<file path="src/rtl/axi4_lite_pkg.sv">
// Shared AXI4-Lite definitions: bus widths, response codes and the slave's FSM encodings.
// The master adaptor imports this same package so both ends agree on codes and widths.
package axi4_lite_pkg;

   localparam int ADDR_WIDTH = 32;
   localparam int DATA_WIDTH = 32;
   localparam int STRB_WIDTH = DATA_WIDTH / 8;

   localparam logic [1:0] RESP_OKAY   = 2'b00;
   localparam logic [1:0] RESP_EXOKAY = 2'b01;
   localparam logic [1:0] RESP_SLVERR = 2'b10;
   localparam logic [1:0] RESP_DECERR = 2'b11;

   typedef enum logic {
      WR_IDLE = 1'b0,
      WR_RESP = 1'b1
   } wr_state_t;

   typedef enum logic {
      RD_IDLE = 1'b0,
      RD_DATA = 1'b1
   } rd_state_t;

   // Expands a byte strobe into a bit mask, one full byte per strobe bit.
   function automatic logic [DATA_WIDTH-1:0] strb_mask(input logic [STRB_WIDTH-1:0] strb);
      logic [DATA_WIDTH-1:0] mask;
      mask = '0;
      for (int i = 0; i < STRB_WIDTH; i++) begin
         mask[8*i +: 8] = {8{strb[i]}};
      end
      return mask;
   endfunction

endpackage

</file>
<file path="src/rtl/axi4_lite_strb_regs.sv">
// Register array with one byte-strobed write port and one combinational read port.
// A same-edge read therefore sees the value from before the write lands.
import axi4_lite_pkg::*;

module axi4_lite_strb_regs #(
   parameter int NUM_REGS = 16,
   parameter int IDX_W    = $clog2(NUM_REGS)
) (
   input  logic                  clk,
   input  logic                  resetn,
   input  logic                  we,
   input  logic [IDX_W-1:0]      waddr,
   input  logic [DATA_WIDTH-1:0] wdata,
   input  logic [STRB_WIDTH-1:0] wstrb,
   input  logic [IDX_W-1:0]      raddr,
   output logic [DATA_WIDTH-1:0] rdata
);

   logic [DATA_WIDTH-1:0] regs [NUM_REGS];

   always_ff @(posedge clk) begin
      if (!resetn) begin
         for (int i = 0; i < NUM_REGS; i++) begin
            regs[i] <= '0;
         end
      end else if (we) begin
         regs[waddr] <= (regs[waddr] & ~strb_mask(wstrb)) | (wdata & strb_mask(wstrb));
      end
   end

   assign rdata = regs[raddr];

endmodule

</file>
<file path="src/rtl/axi4_lite_slave_regfile.sv">
// AXI4-Lite slave exposing NUM_REGS 32-bit registers indexed by addr[7:2].
// AW and W are captured independently; the write commits one edge after both are held.
import axi4_lite_pkg::*;

module axi4_lite_slave_regfile #(
   parameter int NUM_REGS = 16
) (
   input  logic                  aclk,
   input  logic                  aresetn,
   input  logic [ADDR_WIDTH-1:0] awaddr_in,
   input  logic [2:0]            awprot_in,
   input  logic                  awvalid_in,
   output logic                  awready_out,
   input  logic [DATA_WIDTH-1:0] wdata_in,
   input  logic [STRB_WIDTH-1:0] wstrb_in,
   input  logic                  wvalid_in,
   output logic                  wready_out,
   output logic [1:0]            bresp_out,
   output logic                  bvalid_out,
   input  logic                  bready_in,
   input  logic [ADDR_WIDTH-1:0] araddr_in,
   input  logic [2:0]            arprot_in,
   input  logic                  arvalid_in,
   output logic                  arready_out,
   output logic [DATA_WIDTH-1:0] rdata_out,
   output logic [1:0]            rresp_out,
   output logic                  rvalid_out,
   input  logic                  rready_in
);

   localparam int IDX_W = $clog2(NUM_REGS);

   wr_state_t             wr_state;
   rd_state_t             rd_state;
   logic                  aw_held;
   logic                  w_held;
   logic [5:0]            aw_idx;
   logic [DATA_WIDTH-1:0] w_data;
   logic [STRB_WIDTH-1:0] w_strb;
   logic                  aw_fire;
   logic                  w_fire;
   logic                  commit;
   logic                  aw_in_range;
   logic [5:0]            ar_idx;
   logic                  ar_in_range;
   logic                  ar_fire;
   logic                  reg_we;
   logic [DATA_WIDTH-1:0] reg_rdata;
   logic                  unused_bits;

   // Protection bits and address bits outside [7:2] carry no meaning for this block.
   assign unused_bits = ^{awprot_in, arprot_in, awaddr_in[31:8], awaddr_in[1:0],
                          araddr_in[31:8], araddr_in[1:0]};

   assign awready_out = aresetn & ~aw_held & ~bvalid_out;
   assign wready_out  = aresetn & ~w_held & ~bvalid_out;
   assign arready_out = aresetn & (rd_state == RD_IDLE);

   assign aw_fire     = awvalid_in & awready_out;
   assign w_fire      = wvalid_in & wready_out;
   assign commit      = (wr_state == WR_IDLE) & aw_held & w_held;
   assign aw_in_range = ({26'd0, aw_idx} < 32'(NUM_REGS));
   assign reg_we      = commit & aw_in_range;

   assign ar_idx      = araddr_in[7:2];
   assign ar_in_range = ({26'd0, ar_idx} < 32'(NUM_REGS));
   assign ar_fire     = arvalid_in & arready_out;

   axi4_lite_strb_regs #(
      .NUM_REGS (NUM_REGS)
   ) u_regs (
      .clk    (aclk),
      .resetn (aresetn),
      .we     (reg_we),
      .waddr  (aw_idx[IDX_W-1:0]),
      .wdata  (w_data),
      .wstrb  (w_strb),
      .raddr  (ar_idx[IDX_W-1:0]),
      .rdata  (reg_rdata)
   );

   // Write side: hold AW and W until both are present, then commit and respond.
   always_ff @(posedge aclk) begin
      if (!aresetn) begin
         wr_state   <= WR_IDLE;
         aw_held    <= 1'b0;
         w_held     <= 1'b0;
         aw_idx     <= '0;
         w_data     <= '0;
         w_strb     <= '0;
         bvalid_out <= 1'b0;
         bresp_out  <= RESP_OKAY;
      end else begin
         case (wr_state)
            WR_IDLE: begin
               if (commit) begin
                  wr_state   <= WR_RESP;
                  bvalid_out <= 1'b1;
                  bresp_out  <= aw_in_range ? RESP_OKAY : RESP_SLVERR;
                  aw_held    <= 1'b0;
                  w_held     <= 1'b0;
               end else begin
                  if (aw_fire) begin
                     aw_held <= 1'b1;
                     aw_idx  <= awaddr_in[7:2];
                  end
                  if (w_fire) begin
                     w_held <= 1'b1;
                     w_data <= wdata_in;
                     w_strb <= wstrb_in;
                  end
               end
            end
            WR_RESP: begin
               if (bready_in) begin
                  wr_state   <= WR_IDLE;
                  bvalid_out <= 1'b0;
               end
            end
         endcase
      end
   end

   // Read side: sample the array on the AR handshake and hold the beat until accepted.
   always_ff @(posedge aclk) begin
      if (!aresetn) begin
         rd_state   <= RD_IDLE;
         rvalid_out <= 1'b0;
         rresp_out  <= RESP_OKAY;
         rdata_out  <= '0;
      end else begin
         case (rd_state)
            RD_IDLE: begin
               if (ar_fire) begin
                  rd_state   <= RD_DATA;
                  rvalid_out <= 1'b1;
                  rresp_out  <= ar_in_range ? RESP_OKAY : RESP_SLVERR;
                  rdata_out  <= ar_in_range ? reg_rdata : '0;
               end
            end
            RD_DATA: begin
               if (rready_in) begin
                  rd_state   <= RD_IDLE;
                  rvalid_out <= 1'b0;
               end
            end
         endcase
      end
   end

endmodule

</file>
<file path="config.mk">
export PLATFORM = sky130hd
export DESIGN_NAME = axi4_lite_slave_regfile
export DESIGN_NICKNAME = d
export VERILOG_FILES = /design/src/rtl/axi4_lite_pkg.sv /design/src/rtl/axi4_lite_strb_regs.sv /design/src/rtl/axi4_lite_slave_regfile.sv
export SDC_FILE = /design/constraint.sdc
export NUM_CORES = 1
export LEC_CHECK = 0
export BUFFER_PORTS_ARGS = -buffer_cell sky130_fd_sc_hd__buf_2
export CORE_UTILIZATION = 30
export DETAILED_ROUTE_END_ITERATION = 6
export PLACE_DENSITY = 0.53
export SKIP_CTS_REPAIR_TIMING = 1
export SYNTH_ARGS = -nofsm -noshare
export SYNTH_HDL_FRONTEND = slang
export SYNTH_SLANG_ARGS = --single-unit
</file>
<file path="constraint.sdc">
create_clock -name aclk -period 8.4 [get_ports aclk]
set_clock_uncertainty 0.1 [all_clocks]
set_input_delay 0.42 -clock aclk [delete_from_list [all_inputs] [get_ports aclk]]
set_output_delay 0.42 -clock aclk [all_outputs]
set_load 0.1 [all_outputs]
</file>
# After elaboration in Yosys (flattened, before gate mapping)
# Memory sizes are Yosys's and may differ from the RTL's. A register that Yosys moved wholly into a read port is not among the register bits.
# Index checks and enable logic that the tools add are counted.
# Widths: inputs -> output; s select.
[op_classes]
reduce_logical = 11
muxes = 28
n_eq_ne = 4
order_cmp = 2
bitwise = 21
[op_table]
columns = ["cell", "n"]
rows = [
  ["$and 32x32->32", 2],
  ["$mux 32", 2],
  ["$not 32->32", 1],
  ["$or 32x32->32", 1],
  ["$reduce_or 32->1", 1],
  ["$mux 1", 17],
  ["$lt 6x5->1 const B", 2],
  ["$mux 4", 3],
  ["$reduce_and 2->1", 6],
  ["$and 1x1->1", 11],
  ["$ne 2x2->1 const B", 4],
  ["$pmux 1 s2", 4],
  ["$not 1->1", 6],
  ["$reduce_and 3->1", 2],
  ["$mux 2", 2],
  ["$reduce_bool 2->1", 2],
]
[word_totals]
register_bits = 84
inputBits = 113
n_memories = 1
out_inout_bits = 41
mem_bits_rw = 512
[memory_table]
columns = ["name", "words", "width", "rd", "rd_clocked_by_memory_dff", "wr", "line", "source"]
rows = [
  ["u_regs.regs", 16, 32, 2, 1, 16, "axi4_lite_strb_regs.sv:19", "logic [DATA_WIDTH-1:0] regs [NUM_REGS];"],
]

# Depth between registers and ports, before layout
[logic_depth]
word_depth = 9
ltp_mapped = 10
ltp_nobuf = 5

# Cells and area by module
# Synthesis repeated with hierarchy kept, for this count alone.
[hier_totals]
hier_cells = 2302
area_unflattened_um2 = 29668.5
[by_module_without_submodules]
columns = ["module", "area_each_um2", "cells_each", "instances"]
rows = [
  ["axi4_lite_strb_regs", 26783.2, 2000, 1],
  ["axi4_lite_slave_regfile", 2885.3, 302, 1],
]

# Worst setup path before layout
# OpenSTA, ideal clock, no wires.
[synth_timing]
kind = "reg-to-reg"
from = "register bvalid_out"
to = "register with a tool-made name"
t_required_ps = 8179
setup_slack_ps = 5004
stages_incl_launch_ff = 6
setup_time_ps = 121
arrival_ps = 3175
synth_period_minus_slack_ps = 3396
path_cell_list = "dfxtp_1 nand2b_1 nor2_1 nand3b_1 mux2i_1 nor2b_1"
[synth_lines]
columns = ["element", "line", "source"]
rows = [
  ["start: declaration", "axi4_lite_slave_regfile.sv:19", "output logic bvalid_out,"],
  ["start signal: assignment", "axi4_lite_slave_regfile.sv:91", "bvalid_out <= 1'b0;"],
  ["start signal: assignment", "axi4_lite_slave_regfile.sv:98", "bvalid_out <= 1'b1;"],
  ["start signal: assignment", "axi4_lite_slave_regfile.sv:117", "bvalid_out <= 1'b0;"],
]

==> results.toml <==
[pwr]
peakVddDrop_v = 0.000123
power-per-cell-area_nw_per_um2 = 208
cellLeakagePower_nw = 11.6
p_total_mw = 7.14

[clock_network]
cts.clk_slew.worst_paths_ns = 0.06
clock-sinks = 598
htree_levels = 3
cts_root_buffer = "clkbuf_16"
cts_buffer_depth = 3
cts_tree = "done"
cts_made_buffers = 68
clock_latency_ns = 0.61

[min_path]
hp-start = "wdata_in[26]"
min_delay_worst_endpoint = "w_data[26]"
min_path_cells = 3
hold_class = "primary input to flip-flop"

[status]
status = "finished, violations left"
failed_checks = "negative hold slack"

[yosys]
ys_async_sr_fraction_pct = 0
ys_seq_area_share_pct = 56.1
synth_area_leaders = "edfxtp_1 (50%), mux2i_1 (8.9%), mux4_2 (7.1%)"
synth_cell_types = 48
syn_area_um2 = 30500
synth-edff-count = 512
yosys_most_used_dff = "edfxtp_1"
yosys.area.top_type = "edfxtp_1"
synth_top_cell_area_share_pct = 50.4
yosysWarnings = 0
syn_inst = 2394
synth_area_per_cell_um2 = 12.7
ys_ff_latch = 598

[worst_setup_path]
worstSetupStartpointType = "flip-flop"
reg2reg_slack_ns = 4.50
reg2reg_from = "wr_state"
crit_type = "flip-flop to flip-flop"
cp_max_fo = 33
cp_data_required_time_ns = 8.54
worstReg2RegEnd = "u_regs.regs[12][2]"
critPathArrivalTime_ns = 4.04
rr_worst_depth = 6
endpoint_kind = "flip-flop"

[global_route]
antenna_found_initial = 2
grt_pass1_vias = 21193
grt_max_degree = 111
grt_overflow_total = 0
track_usage_pct = 19.6
grt_pass1_wl_mm = 146

[placed_design]
dp_hpwl_mm = 56.6
place_inst = 3672
gp_congestion = 0.774
io_buffers = 93

[timing]
tightestPinTransition_ns = 1.25
tns_ns = 0
hold_slack_ns = -0.0351
max_freq_ghz = 0.257
hold_viol = 3
period_share_pct = 46.4
slew_violations = 0
relSlewSlack_pct = 16.5
finalCriticalPeriod_ns = 3.90
rsz0062_at_grt = "false"
setup_violations = 0

[drt]
ant_nets = 0
drt_first_pass_iters = 5
drc = 0
vias = 20692
drt_iter0_drc = 1992
wirelength_mm = 102
routed_via_density = 5.40
wire_per_inst_um = 26.6

[flow_run]
max_cap_viol_count = 0

[layout]
layout_commonest_cell = "edfxtp_1"
layout_common_cells = "edfxtp_1 (512), nor2_1 (299), mux2i_1 (272), nor2_2 (150), nand2_1 (110)"
final_util_pct = 34.2
nets = 2533
area_delta_synth_final_pct = 12.7
drive_gt1_share_pct = 26.1
fin_cells = 3829
fill_cells = 10024

[floorplanning]
core_area_um2 = 100000
dieArea_um2 = 103000
rows = 116
initial_utilization_pct = 30.4
fp.dieW_um = 321
die_h_um = 321
pin_count = 154
==> worst max-delay path by stage <==
stage	from	to	cells after the start
floorplan	bvalid_out	flip-flop	5
global placement	aresetn	u_regs.regs[12][5]	6
detailed placement	aresetn	u_regs.regs[12][5]	6
CTS	wr_state	u_regs.regs[12][2]	6
global route	wr_state	u_regs.regs[13][1]	6
finish	wr_state	u_regs.regs[12][2]	6
==> through the flow <==
stage	hold WS [ns]	area [µm²]	setup WS [ns]
final	-0.0351	34400	4.50
after detailed placement	0.347	31900	4.51
after floorplan	0.330	30500	5.00
after CTS	-0.112	34000	4.52
after global routing	0.00296	34400	4.38
after global placement	0.347	31900	4.63
==> final cells by class <==
type	count	area [µm²]	area share (%)
multi-input cells	1573	12200	35.6
inverters	1	3.75	0.0109
well taps	1357	1700	4.94
repair buffers	178	1220	3.55
flip-flops and latches	598	17100	49.7
diodes	1	2.50	0.00728
clock inverters	27	174	0.506
clock buffers	94	1950	5.66
==> where the power goes <==
part / leakage, nW / internal, mW / switching (mW)
Clock: 1.04 / 1.68 / 1.21
Sequential: 5.99 / 3.32 / 0.0673
Combinational: 4.52 / 0.274 / 0.596
==> routing by layer <==
layer  share of wire [%]  track usage, %  vias to the layer above
li1                    -               -                     8968
met1                  41            25.6                    10626
met2                  48            32.9                      899
met3                 7.3            2.92                      199
met4                 3.0            6.90                        0
met5                   0               0                        -
==> sequential cells by signal, indices dropped and copies added, names as in the netlist, named ones only <==
| register | cells |
|---|---|
| rd_state | 1 |
| u_regs.regs | 512 |
| w_strb | 4 |
| rdata_out | 32 |
| aw_idx | 6 |
| bvalid_out | 1 |
| rresp_out | 1 |
| rvalid_out | 1 |
| bresp_out | 1 |
| w_data | 32 |
| wr_state | 1 |
| w_held | 1 |
| aw_held | 1 |
==> cell usage after synthesis (2+ instances only) <==
master    instances
buf_4            12
o22ai_2           4
buf_6            28
o22ai_1          48
mux2i_1         272
a221oi_2          3
a221oi_1         21
a21o_1            4
edfxtp_1        512
nor2_2          151
nand2_1         138
a221o_1          16
a21boi_0          8
buf_2            38
nor3_2           17
a22oi_1          72
nand3b_1          2
nor2b_1          74
nand3_1           9
buf_1            28
o221ai_2          8
clkbuf_1        105
o21a_1            2
o21ai_0          38
clkbuf_2          2
mux2_2           86
nor3b_1           5
nor2_1          299
a21boi_1         29
a21oi_1          35
and4b_1           4
nand2b_1         17
or2_2             3
nor3_1           80
mux4_2           96
a22o_1           21
o211a_1           2
dfxtp_1          86
buf_12            9
nor3b_2           2
==> logic make-up (layout without fill, tap and decap cells) <==
logic type / Yosys count / after routing / synth area share (%)
AOI/OAI and AO/OA: 311 / 311 / 7.52
and+or+nand+nor: 806 / 806 / 13.0
other: 1 / 3 / 0.0123
DFF: 598 / 598 / 56.1
muxes: 454 / 454 / 19.2
buffers and inverters: 224 / 300 / 4.27
==> worst max-delay path, stage by stage, from the launching register on <==
cell	delay, ns
dfxtp_1	0.38
and3b_1	0.34
nand3_1	0.21
nor3b_2	0.48
nand2_2	0.79
nand2_2	0.70
buf_4	0.51
(Power assumes the default switching activity.)
